===== src/rtl/hamming16_link.sv =====
// Serial Hamming(16,11) SECDED link: bit-serial frame loader and encoder,
// error-injection channel that can flip up to two positions, and serial decoder.
module hamming16_link (
    input  logic        clk,
    input  logic        rst,
    input  logic        din,
    input  logic        din_valid,
    input  logic        err_en,
    input  logic [3:0]  err_addr1,
    input  logic [3:0]  err_addr2,
    output logic        busy,
    output logic        enc_parity,
    output logic [3:0]  enc_group,
    output logic        line_bit,
    output logic        done,
    output logic        dec_parity,
    output logic [3:0]  dec_check,
    output logic        no_err,
    output logic        single_err,
    output logic        double_err,
    output logic [10:0] data_out
);

    typedef enum logic [1:0] {
        ST_LOAD = 2'd0,
        ST_ENC  = 2'd1,
        ST_XMIT = 2'd2,
        ST_DONE = 2'd3
    } state_t;

    state_t      state_r, state_s;
    logic [3:0]  cnt_r;
    logic [15:0] mem_r;
    logic [15:0] rx_r;

    logic        flip_s;
    logic        p1_s, p2_s, p4_s, p8_s;
    logic [15:0] enc_frame_s;
    logic        par_next_s;
    logic [3:0]  chk_next_s;
    logic [15:0] rx_full_s;
    logic [15:0] corrected_s;

    // Positions 0,1,2,4,8 carry parity, so loaded data there is discarded.
    function automatic logic is_reserved(input logic [3:0] pos);
        return (pos == 4'd0) || (pos == 4'd1) || (pos == 4'd2) ||
               (pos == 4'd4) || (pos == 4'd8);
    endfunction

    function automatic logic group_parity(input logic [15:0] f, input logic [15:0] mask);
        return ^(f & mask);
    endfunction

    function automatic logic [10:0] extract_data(input logic [15:0] f);
        return {f[15], f[14], f[13], f[12], f[11], f[10], f[9], f[7], f[6], f[5], f[3]};
    endfunction

    // Next-state logic.
    always_comb begin
        state_s = state_r;
        case (state_r)
            ST_LOAD: begin
                if (din_valid && (cnt_r == 4'd15)) state_s = ST_ENC;
                else                               state_s = ST_LOAD;
            end
            ST_ENC:  state_s = ST_XMIT;
            ST_XMIT: begin
                if (cnt_r == 4'd15) state_s = ST_DONE;
                else                state_s = ST_XMIT;
            end
            ST_DONE: begin
                if (din_valid) state_s = ST_LOAD;
                else           state_s = ST_DONE;
            end
            default: state_s = ST_LOAD;
        endcase
    end

    // Channel bit, encoder parity and decoder look-ahead for the final XMIT edge.
    always_comb begin
        busy   = (state_r == ST_ENC) || (state_r == ST_XMIT);
        flip_s = err_en && ((cnt_r == err_addr1) || (cnt_r == err_addr2));
        if (state_r == ST_XMIT) line_bit = mem_r[cnt_r] ^ flip_s;
        else                    line_bit = 1'b0;

        p1_s = group_parity(mem_r, 16'hAAAA);
        p2_s = group_parity(mem_r, 16'hCCCC);
        p4_s = group_parity(mem_r, 16'hF0F0);
        p8_s = group_parity(mem_r, 16'hFF00);
        enc_frame_s    = mem_r;
        enc_frame_s[1] = p1_s;
        enc_frame_s[2] = p2_s;
        enc_frame_s[4] = p4_s;
        enc_frame_s[8] = p8_s;
        enc_frame_s[0] = ^enc_frame_s[15:1];

        par_next_s        = dec_parity ^ line_bit;
        chk_next_s        = dec_check ^ (cnt_r & {4{line_bit}});
        rx_full_s         = rx_r;
        rx_full_s[cnt_r]  = line_bit;
        // A syndrome of 0 lands on position 0, which carries no data.
        corrected_s = rx_full_s ^ ({15'd0, par_next_s} << chk_next_s);
    end

    // State, frame memory and registered outputs.
    always_ff @(posedge clk) begin
        if (rst) begin
            state_r    <= ST_LOAD;
            cnt_r      <= 4'd0;
            mem_r      <= 16'd0;
            rx_r       <= 16'd0;
            enc_parity <= 1'b0;
            enc_group  <= 4'd0;
            done       <= 1'b0;
            dec_parity <= 1'b0;
            dec_check  <= 4'd0;
            no_err     <= 1'b0;
            single_err <= 1'b0;
            double_err <= 1'b0;
            data_out   <= 11'd0;
        end else begin
            state_r <= state_s;
            case (state_r)
                ST_LOAD: begin
                    if (din_valid) begin
                        mem_r[cnt_r] <= is_reserved(cnt_r) ? 1'b0 : din;
                        cnt_r        <= cnt_r + 4'd1;
                        if (cnt_r == 4'd0) begin
                            enc_parity <= 1'b0;
                            enc_group  <= 4'd0;
                        end
                    end
                end
                ST_ENC: begin
                    mem_r      <= enc_frame_s;
                    enc_parity <= enc_frame_s[0];
                    enc_group  <= {p1_s, p2_s, p4_s, p8_s};
                    rx_r       <= 16'd0;
                    dec_parity <= 1'b0;
                    dec_check  <= 4'd0;
                    cnt_r      <= 4'd0;
                end
                ST_XMIT: begin
                    rx_r[cnt_r] <= line_bit;
                    dec_parity  <= par_next_s;
                    dec_check   <= chk_next_s;
                    cnt_r       <= cnt_r + 4'd1;
                    if (cnt_r == 4'd15) begin
                        done       <= 1'b1;
                        no_err     <= !par_next_s && (chk_next_s == 4'd0);
                        single_err <= par_next_s;
                        double_err <= !par_next_s && (chk_next_s != 4'd0);
                        data_out   <= extract_data(corrected_s);
                    end
                end
                ST_DONE: begin
                    if (din_valid) begin
                        mem_r[0]   <= 1'b0;
                        cnt_r      <= 4'd1;
                        done       <= 1'b0;
                        no_err     <= 1'b0;
                        single_err <= 1'b0;
                        double_err <= 1'b0;
                        enc_parity <= 1'b0;
                        enc_group  <= 4'd0;
                    end
                end
                default: begin
                    cnt_r <= 4'd0;
                end
            endcase
        end
    end

endmodule


===== config.mk =====
export PLATFORM = sky130hd
export DESIGN_NAME = hamming16_link
export DESIGN_NICKNAME = d
export VERILOG_FILES = /design/src/rtl/hamming16_link.sv
export SDC_FILE = /design/constraint.sdc
export NUM_CORES = 1
export LEC_CHECK = 0
export CAP_MARGIN = 20
export CELL_PAD_IN_SITES_DETAIL_PLACEMENT = 0
export CELL_PAD_IN_SITES_GLOBAL_PLACEMENT = 2
export CORE_AREA = 3 3 120 122
export CTS_CLUSTER_DIAMETER = 60
export DETAILED_ROUTE_END_ITERATION = 6
export DIE_AREA = 0 0 123 125
export PLACE_DENSITY_LB_ADDON = 0.2
export SYNTH_ARGS = -nofsm -noshare
export SYNTH_HDL_FRONTEND = slang
export SYNTH_SLANG_ARGS = --single-unit

===== constraint.sdc =====
create_clock -name clk -period 3.24 [get_ports clk]
set_input_delay 0.648 -clock clk [delete_from_list [all_inputs] [get_ports clk]]
set_output_delay 0.648 -clock clk [all_outputs]
set_load 0.01 [all_outputs]

==> flow_summary.yaml <==
status:
  outcome: "finished clean"
logic_synthesis:
  yosysMostFrequentCell: "nand2_1"
  synth_common_cells: "nand2_1, dfxtp_1, nor2_1"
  yosys_register_bits: 58
  yosys-top-cells-area: "dfxtp_1, nand2_1, a22oi_1"
  avgSynthCellArea_um2: 7.77
  post_synth_num_cell_types: 52
  netlist_instances: 501
  syn_nets: 523
  synth_flop_cell: "dfxtp_1"
  ys_warn_count: 0
  synth.cell_area_um2: 3890
  synth_edf_count: 0
  seq_area_frac_synth_pct: 29.8
  async_reset_ff_share_pct: 0
  yosysTopAreaCell: "dfxtp_1"
  yosys.area.top_type_share_pct: 29.8
die:
  core-area_um2: 13300
  die_w_um: 123
  die_h_um: 125
  ios: 40
  num_rows: 42
  start_util_pct: 29.3
  die_area_um2: 15400
global_route:
  grt_pass1_vias: 3759
  grt_start_max_net_pins: 38
  antenna_found_initial: 0
  grt_pass1_wl_um: 20800
  grt_usage_pct: 17.2
  grt_overflow_total: 0
sta:
  finalSetupTns_ns: 0
  max_clock_freq_mhz: 347
  hold_slack_ns: 0.465
  fin_worst_skew_ns: 0.00624
  slew_headroom_pct: 51.9
  hold_viol_final: 0
  finalSetupViolations: 0
  period_needed_ns: 2.88
  worst_pin_slew_ns: 0.718
  rsz0062_at_grt: "no"
  slew_viol_final: 0
  fin_crit_sh_pct: 88.9
worst_setup_path:
  r2r-end: "data_out[5]"
  end_kind: "register"
  cp_data_arrival_time_ns: 3.11
  r2r-start: "cnt_r[1]"
  worst_setup_path_start_kind: "primary input"
  worstPathRequired_ns: 3.47
  reg2reg_setup_slack_ns: 0.42
  crit_type: "primary input to register"
  r2r_cells: 9
  critPathMaxFanout: 12
clocking:
  clockBufferDepth: 2
  clk_pin_slew_ns: 0.06
  cts_setup_buffers: 0
  cts_hold_buf: 0
  numCtsBuffers: 9
  htreeDepth: 3
  cts.sinks: 58
  ctsRootBufferMaster: "clkbuf_16"
  tritoncts: "yes"
  insertion_delay_ns: 0.34
pwr:
  irDropWorstVdd_mv: 0.242
  power_mw: 1.91
  leakage_nw: 1.61
  powerDensity_nw_per_um2: 392
layout:
  insertedDiodeCount: 0
  stdcell_count: 715
  areaGrowthSynthToFinish_pct: 25.0
  drive_above_1_share_pct: 10.2
  nets: 556
  fin_util_pct: 36.6
routing:
  drt-initial-drc-count: 287
  drc_errors: 0
  wl_per_cell_um: 17.8
  first_pass_iters: 6
  ant_nets: 0
  wl_um: 12700
  vias: 3848
  vias_per_cell: 5.38
worst_hold_path:
  hp-class: "register to register"
  hold_depth: 2
  hold_path_end: "single_err"
  hold_path_startpoint: "single_err"
job:
  cap_violations: 0
place:
  gp_congestion: 0.794
  numPortBuffers: 39
  dp_hpwl_um: 9120
  dp_cells: 699
## worst max-delay path: stages
cell and delay [ns]:
clkdlybuf4s50_1 0.42, xor2_1 0.15, nor4_1 0.27, o21ai_1 0.18, buf_4 0.18, xnor2_2 0.46
nand3_1 0.28, a22o_1 0.28, a32o_1 0.25
## layout by cell type, fill, tap and decap left out, types with 19 or more instances in the layout
cell type and count:
nand2_1 70, dfxtp_1 56, a22oi_1 26, xor2_1 19, clkdlybuf4s50_1 38, xnor2_1 20, buf_4 27, nand3_1 22
nor2_1 38, a21oi_1 36
## worst max-delay path by stage
| stage | start | end | slack, ns | cells after the start |
|---|---|---|---|---|
| floorplan | cnt_r[1] | line_bit | 0.56 | 7 |
| global route | err_addr2[2] | double_err | 0.19 | 9 |
| global placement | err_addr1[1] | line_bit | 0.04 | 7 |
| finish | err_addr2[2] | double_err | 0.36 | 9 |
| detailed placement | err_addr1[1] | double_err | 0.04 | 9 |
| CTS | cnt_r[1] | line_bit | 0.02 | 6 |
## registers in the layout (all words and copies together), names as in the netlist
| name | count |
|---|---|
| state_r | 2 |
| data_out | 11 |
| single_err | 1 |
| rx_r | 11 |
| no_err | 1 |
| cnt_r | 4 |
| done | 1 |
| enc_parity | 1 |
| mem_r | 16 |
| dec_check | 4 |
| dec_parity | 1 |
| double_err | 1 |
| enc_group | 4 |
## through the flow
step / setup slack [ns] / instance area (um2)
after global placement: 0.0370 / 4530
after detailed placement: 0.0404 / 4530
final: 0.360 / 4870
after floorplan: 0.565 / 3890
after CTS: 0.0210 / 4870
after global routing: 0.194 / 4870
## logic make-up (layout without fill, tap and decap cells)
kind of cell / Yosys count / after routing / synth area share (%)
AOI/OAI and AO/OA: 150 / 150 / 26.5
xor gates and xnor gates: 42 / 42 / 10.2
DFF: 58 / 58 / 29.8
adders and majority gates: 9 / 9 / 2.89
muxes: 7 / 7 / 3.08
and+or+nand+nor: 180 / 180 / 21.9
buffers and inverters: 55 / 93 / 5.69
## per-layer routing
metal,wire length (um),GRT usage (%),up-vias,share of wire (%)
li1,-,-,1892,-
met1,5900,23.6,1844,46
met2,6040,26.9,96,47
met3,560,2.80,16,4.4
met4,246,6.58,0,1.9
met5,0,0,-,0
## final cells by class
type / count / area (um2)
Clock inverter: 6 / 88.8
Multi-Input combinational cell: 388 / 2510
Inverter: 10 / 37.5
Clock buffer: 10 / 239
Tap cell: 176 / 220
Timing Repair Buffer: 67 / 607
Fill cell: 1406 / 8430
Sequential cell: 58 / 1160
## where the power goes
group	switching [mW]	internal, mW
Combinational	0.0746	0.0491
Sequential	0.00423	0.716
Clock	0.369	0.695
## repair_timing
| item | 4_1_cts | 5_1_grt |
|---|---|---|
| setup endpoints to repair | 1 | 1 |
| resized for setup | 3 | 1 |
| pin swaps | 0 | 2 |
(Power assumes the default switching activity.)
